==> src/rtl/portv_pkg.sv <==
// Shared constants, state type and pointer-wrap helper for the PortV read requester.
package portv_pkg;

    localparam int PTR_W           = 19;
    localparam int ADDR_W          = 25;
    localparam int FRAME_WORDS     = 307200;
    localparam int MAX_OUTSTANDING = 64;
    localparam int FILL_LIMIT      = 448;

    typedef enum logic {
        S_IDLE = 1'b0,
        S_REQ  = 1'b1
    } state_t;

    function automatic logic [PTR_W-1:0] wrapInc(input logic [PTR_W-1:0] ptr);
        if (ptr == PTR_W'(FRAME_WORDS - 1)) begin
            return '0;
        end
        return ptr + PTR_W'(1);
    endfunction

endpackage

==> src/rtl/portv_frame_ptr.sv <==
// Frame pixel pointer: wraps at FRAME_WORDS-1, with increment and load.
import portv_pkg::*;

module portv_frame_ptr (
    input  logic             clk,
    input  logic             portV_arst,
    input  logic             inc,
    input  logic             load,
    input  logic [PTR_W-1:0] load_val,
    output logic [PTR_W-1:0] ptr
);

    logic [PTR_W-1:0] ptr_q;
    logic [PTR_W-1:0] ptr_d;

    always_comb begin
        ptr_d = ptr_q;
        if (load) begin
            ptr_d = load_val;
        end else if (inc) begin
            ptr_d = wrapInc(ptr_q);
        end
    end

    always_ff @(posedge clk or posedge portV_arst) begin
        if (portV_arst) begin
            ptr_q <= '0;
        end else begin
            ptr_q <= ptr_d;
        end
    end

    assign ptr = ptr_q;

endmodule

==> src/rtl/portv_read_requester.sv <==
// PortV scan-out read requester: raster-order SDRAM reads throttled by FIFO fill + reads in flight.
// Optional statistics outputs (staleCount, reqCount) are built when PORTV_REQ_STATS_EN is defined.
//
// state  | meaning
// S_IDLE | no request pending; throttle inputs evaluated every cycle
// S_REQ  | rreq asserted, rreqAddr held until rready
import portv_pkg::*;

module portv_read_requester (
    input  logic              clk,
    input  logic              portV_arst,
    input  logic [ADDR_W-1:0] readOffset,
    input  logic [8:0]        PortVout_usedw,
    input  logic              PortVout_wrreq,
    input  logic              PortVout_nullData,
    input  logic              readValid,
    output logic              rreq,
    input  logic              rready,
    output logic [ADDR_W-1:0] rreqAddr
`ifdef PORTV_REQ_STATS_EN
    ,
    output logic [15:0]       staleCount,
    output logic [31:0]       reqCount
`endif
);

    state_t            state_q;
    state_t            state_d;
    logic [PTR_W-1:0]  req_ptr;
    logic [PTR_W-1:0]  trk_ptr;
    logic [PTR_W-1:0]  trk_ptr_inc;
    logic [PTR_W-1:0]  issue_ptr;
    logic [6:0]        outstanding_q;
    logic [6:0]        outstanding_d;
    logic [ADDR_W-1:0] addr_q;
    logic [9:0]        fill_sum;
    logic              can_issue;
    logic              load_addr;
    logic              accept;
    logic              null_ins;
    logic              ptrs_equal;
    logic              resync;
    logic              rv_eff;

    assign fill_sum    = {1'b0, PortVout_usedw} + {3'b000, outstanding_q};
    assign can_issue   = (fill_sum < 10'(FILL_LIMIT)) && (outstanding_q < 7'(MAX_OUTSTANDING));
    assign accept      = (state_q == S_REQ) && rready;
    assign null_ins    = PortVout_wrreq && PortVout_nullData;
    assign ptrs_equal  = (req_ptr == trk_ptr);
    // A pending request keeps its pointer; the return path discards that word as stale.
    assign resync      = null_ins && ptrs_equal && (state_q == S_IDLE);
    assign rv_eff      = readValid && (outstanding_q != 7'd0);
    assign trk_ptr_inc = wrapInc(trk_ptr);
    // On a same-cycle resync the request already targets the pixel after the skipped one.
    assign issue_ptr   = resync ? trk_ptr_inc : req_ptr;

    portv_frame_ptr u_req_ptr (
        .clk        (clk),
        .portV_arst (portV_arst),
        .inc        (accept),
        .load       (resync),
        .load_val   (trk_ptr_inc),
        .ptr        (req_ptr)
    );

    portv_frame_ptr u_trk_ptr (
        .clk        (clk),
        .portV_arst (portV_arst),
        .inc        (PortVout_wrreq),
        .load       (1'b0),
        .load_val   ('0),
        .ptr        (trk_ptr)
    );

    always_comb begin
        state_d   = state_q;
        load_addr = 1'b0;
        case (state_q)
            S_IDLE: begin
                if (can_issue) begin
                    state_d   = S_REQ;
                    load_addr = 1'b1;
                end
            end
            S_REQ: begin
                if (rready) begin
                    state_d = S_IDLE;
                end
            end
            default: state_d = S_IDLE;
        endcase
    end

    always_comb begin
        outstanding_d = outstanding_q;
        case ({accept, rv_eff})
            2'b10:   outstanding_d = outstanding_q + 7'd1;
            2'b01:   outstanding_d = outstanding_q - 7'd1;
            default: outstanding_d = outstanding_q;
        endcase
    end

    always_ff @(posedge clk or posedge portV_arst) begin
        if (portV_arst) begin
            state_q       <= S_IDLE;
            outstanding_q <= '0;
            addr_q        <= '0;
        end else begin
            state_q       <= state_d;
            outstanding_q <= outstanding_d;
            if (load_addr) begin
                addr_q <= readOffset + {{(ADDR_W-PTR_W){1'b0}}, issue_ptr};
            end
        end
    end

    assign rreq     = (state_q == S_REQ);
    assign rreqAddr = addr_q;

`ifdef PORTV_REQ_STATS_EN
    logic [15:0] stale_q;
    logic [31:0] req_cnt_q;

    always_ff @(posedge clk or posedge portV_arst) begin
        if (portV_arst) begin
            stale_q   <= '0;
            req_cnt_q <= '0;
        end else begin
            if (null_ins && !ptrs_equal && (stale_q != 16'hFFFF)) begin
                stale_q <= stale_q + 16'd1;
            end
            if (accept) begin
                req_cnt_q <= req_cnt_q + 32'd1;
            end
        end
    end

    assign staleCount = stale_q;
    assign reqCount   = req_cnt_q;
`endif

endmodule

==> config.mk <==
export PLATFORM = sky130hd
export DESIGN_NAME = portv_read_requester
export DESIGN_NICKNAME = d
export VERILOG_FILES = /design/src/rtl/portv_pkg.sv /design/src/rtl/portv_frame_ptr.sv /design/src/rtl/portv_read_requester.sv
export SDC_FILE = /design/constraint.sdc
export NUM_CORES = 1
export LEC_CHECK = 0
export CAP_MARGIN = 15
export CORE_MARGIN = 3
export CORE_UTILIZATION = 52
export CTS_CLUSTER_DIAMETER = 30
export DETAILED_ROUTE_END_ITERATION = 8
export PLACE_DENSITY = 0.79
export REMOVE_ABC_BUFFERS = 1
export SYNTH_ARGS = -nofsm -noshare
export SYNTH_HDL_FRONTEND = slang
export SYNTH_HIERARCHICAL = 1
export SYNTH_SLANG_ARGS = --single-unit
export TNS_END_PERCENT = 1
==> constraint.sdc <==
create_clock -name clk -period 3.9 [get_ports clk]
set_input_delay 0.585 -clock clk [delete_from_list [all_inputs] [get_ports clk]]
set_output_delay 0.585 -clock clk [all_outputs]
set_load 0.02 [all_outputs]
==> results of run 1 <==
-- power by group through the flow --
stage | clock network (uW) | logic [uW] | registers [uW]
final | 596 | 1790 | 1130
after CTS | 613 | 1770 | 1130
after detailed placement | 0 | 1750 | 1140
after global placement | 0 | 1690 | 1130
after global routing | 638 | 1990 | 1160
after floorplan | 0 | 834 | 1310
-- final timing paths --
kind / from / endpoint / slack (ns) / cells after the start
worst max-delay path: u_trk_ptr/ptr[1]$_DFFE_PP0P_ / rreqAddr[17]$_DFFE_PP0P_ / 0.002 / 14
worst min-delay path: rreqAddr[7]$_DFFE_PP0P_ / rreqAddr[7]$_DFFE_PP0P_ / 0.49 / 2
worst max register to register: u_trk_ptr/ptr[1]$_DFFE_PP0P_ / rreqAddr[17]$_DFFE_PP0P_ / 0.002 / 14
worst min register to register: rreqAddr[7]$_DFFE_PP0P_ / rreqAddr[7]$_DFFE_PP0P_ / 0.49 / 2
max in group asynchronous: portV_arst / u_req_ptr/ptr[3]$_DFFE_PP0P_ / 2.62 / 2
min in group asynchronous: portV_arst / outstanding_q[4]$_DFFE_PP0P_ / 0.70 / 3
-- flip-flops by register name, indices dropped and copies added (netlist names) --
register,count
u_trk_ptr/ptr,19
u_req_ptr/ptr,19
outstanding_q,7
rreq,1
rreqAddr,25
-- cells by family (layout without fill, tap and decap cells) --
kind of cell	count (synthesis)	count (layout)	share of synthesized area, %
adders and majority gates	36	36	7.98
xor gates and xnor gates	79	79	11.9
buffers and inverters	47	200	3.41
other	1	20	0.0643
and+or+nand+nor	275	275	23.8
muxes	25	25	4.76
DFF	71	71	30.4
AOI/OAI and AO/OA	160	160	17.6
-- area by class of cell --
cell class	instances	area (um2)	share of cell area, %
Clock inverter	2	12.5	0.164
Multi-Input combinational cell	595	4020	52.7
Clock buffer	14	183	2.39
Timing Repair Buffer	159	1370	18.0
Sequential cell	71	1780	23.3
Tap cell	140	175	2.29
Inverter	25	93.8	1.23
-- what timing repair did --
| item | in CTS | in global routing |
|---|---|---|
| pin swaps | 4 | 4 |
| resized for setup | 10 | 15 |
| buffers inserted | 0 | 1 |
| hold buffers | 0 | 0 |
| hold endpoints to repair | 0 | 0 |
| setup endpoints to repair | 13 | 14 |
-- critical path: stages, from the launching register on --
cell and delay (ns):
dfrtp_1 0.48, ha_1 0.25, nand3_1 0.12, or3_1 0.44, nor2_2 0.26, nor2_1 0.12
mux2_2 0.29, ha_1 0.20, a21o_1 0.18, a31oi_1 0.21, nor4bb_4 0.42, o21ai_0 0.19
a2111oi_2 0.39, or4_1 0.16, nand3_1 0.07
-- metal layers --
| metal | vias up | GRT usage [%] | part of all wire, % |
|---|---|---|---|
| met1 | 2800 | 35.9 | 43 |
| li1 | 2800 | - | - |
| met2 | 210 | 45.6 | 48 |
| met5 | - | 0 | 0 |
| met3 | 32 | 4.13 | 6.0 |
| met4 | 0 | 11.1 | 2.6 |
-- per-stage QoR --
step	power, uW	hold WS [ns]
floorplan	2140	0.506
global placement	2820	0.463
detailed placement	2900	0.472
CTS	3520	0.489
global route	3790	0.521
finish	3520	0.488
-- Yosys cell counts, types with 3 or more instances --
| cell | count |
|---|---|
| a21oi_1 | 24 |
| o211ai_1 | 6 |
| nor2b_1 | 5 |
| and2_1 | 4 |
| mux2_2 | 22 |
| nand2_1 | 111 |
| o21a_1 | 3 |
| buf_2 | 5 |
| o21ai_0 | 53 |
| and3_1 | 9 |
| clkbuf_1 | 14 |
| a21o_1 | 5 |
| o21ai_1 | 17 |
| nor3_1 | 17 |
| inv_1 | 25 |
| nand3_1 | 28 |
| a31o_1 | 4 |
| o31ai_1 | 10 |
| dfrtp_1 | 71 |
| mux2i_1 | 3 |
| and4_1 | 4 |
| o21bai_1 | 5 |
| nor4_1 | 3 |
| a31oi_1 | 3 |
| xor2_1 | 43 |
| ha_1 | 34 |
| nor3b_1 | 3 |
| nor4bb_1 | 3 |
| nand2b_1 | 4 |
| xnor2_1 | 36 |
| nor2_1 | 40 |
| a21boi_0 | 3 |
| nand4_1 | 19 |
==> key figures, run 1 <==
Pwr
  • Leak pwr: 0.00329 uW
  • Switching Share: 40.6%
  • Comb pwr share: 50.8%
  • P_sw: 1430 uW
  • Seq pwr share: 32.2%
  • Power Density: 461 mW/mm2
  • Clk network pwr share: 16.9%
  • Max VDD drop: 0.407 mV
  • Internal Power: 2090 uW

Run
  • Max-cap violations: 0

Global route
  • First-pass GRT wire length: 28100 um
  • Initial antenna violation count: 0
  • Tot GR Track Use: 27.4%
  • Global route overflow: 0
  • Largest net degree at the start of global routing: 37
  • Vias in the first global route: 5898

Clocking
  • Sinks on Clock Net: 71
  • H-tree depth: 3
  • Worst-Skew Late Latency: 0.37 ns
  • CTS tree: yes
  • Clock Tree Buf Depth: 2
  • Num CTS Buffers: 9
  • CTS clk-pin slew, worst paths: 0.07 ns
  • Root Buffer: clkbuf_8

STA
  • Slew Limit Fails: 0
  • Slew Limit Headroom: 45.4%
  • Worst-margin pin slew: 0.818 ns
  • Setup TNS: 0 ns
  • Tcrit/Tclk final: 99.9%
  • Finish-stage setup viols: 0
  • Fin crit period: 3.90 ns
  • Final WS setup: 0.00249 ns
  • Hold Vio Cnt, Final: 0
  • Skew final: 0.00998 ns
  • Max Clk Rate: 257 MHz
  • RSZ-0062 raised after global routing: true

Finish
  • Inserted Diodes: 0
  • Layout cells sized above 1: 19.6%
  • Highest-count cells in the layout ignoring fill and taps: 111 x nand2_1, 92 x buf_4, 71 x dfrtp_1
  • Final nets: 937
  • Most common cell after layout, fill and taps aside: nand2_1
  • Utilization after layout: 70.1%
  • Final std cells w/o fill: 1006
  • Fill count: 859
  • Finished Cell Area: 0.00764 mm2
  • Area Overhead vs Synth: 30.9%

Drt
  • Vias per cell: 5.81
  • Avg WL per Cell: 16.8 um
  • Post-DRT Antenna Nets: 0
  • DR iter-0 viols: 331
  • Via Count: 5842
  • Total Wirelength: 16900 um
  • TritonRoute pass-1 iters: 5
  • DRC errors left: 0

Synthesis
  • Mapped Area: 0.00584 mm2
  • Yosys top cell area share: 30.4%
  • Async SR Flop Fraction: 100%
  • Seq cells post-synth: 71
  • Number of enable flip-flop cells after synthesis: 0
  • Distinct cells, synth: 75
  • YS warnings: 6
  • Largest cells by area after synthesis: dfrtp_1 30%, ha_1 7.3%, nand2_1 7.1%
  • Post-Synthesis Cells: 694
  • Dominant synthesized flop cell: dfrtp_1
  • Syn_area_per_cell: 8.41 um2
  • Post-synth top area cell: dfrtp_1
  • Register area share after synthesis: 30.4%

Worst hold path
  • Min-delay worst type: reg2reg

Status
  • Outcome: finished, final reports clean

Place
  • GPL Wtd Cong: 0.927
  • Placement Cell Area: 0.00734 mm2
  • DP Worst Slack: -0.625 ns
  • Cell total after placement: 989
  • IO Port Bufs: 65
  • DP Wirelength: 13000 um

Floorplan
  • # IOs: 66
  • Die height: 112 um
  • Starting Density: 53.6%
  • Chip Width: 112 um
  • Die area: 0.0125 mm2
  • Row cnt: 38
  • Core area: 0.0109 mm2

Setup path
  • Setup CP Type: reg2reg
  • CP Max Fanout: 6
  • CP arrival: 4.14 ns
  • Setup crit start kind: flop
  • Crit. End Element: flop
  • CP Data Required Time: 4.14 ns
Note: power is estimated with default switching activity, not from simulation.
==> run 2: changes to the inputs <==
Settings changed: SLEW_MARGIN from default to 15.
==> results of run 2 <==
Same layout as run 1: the final DEF is identical, and so are final timing and power.
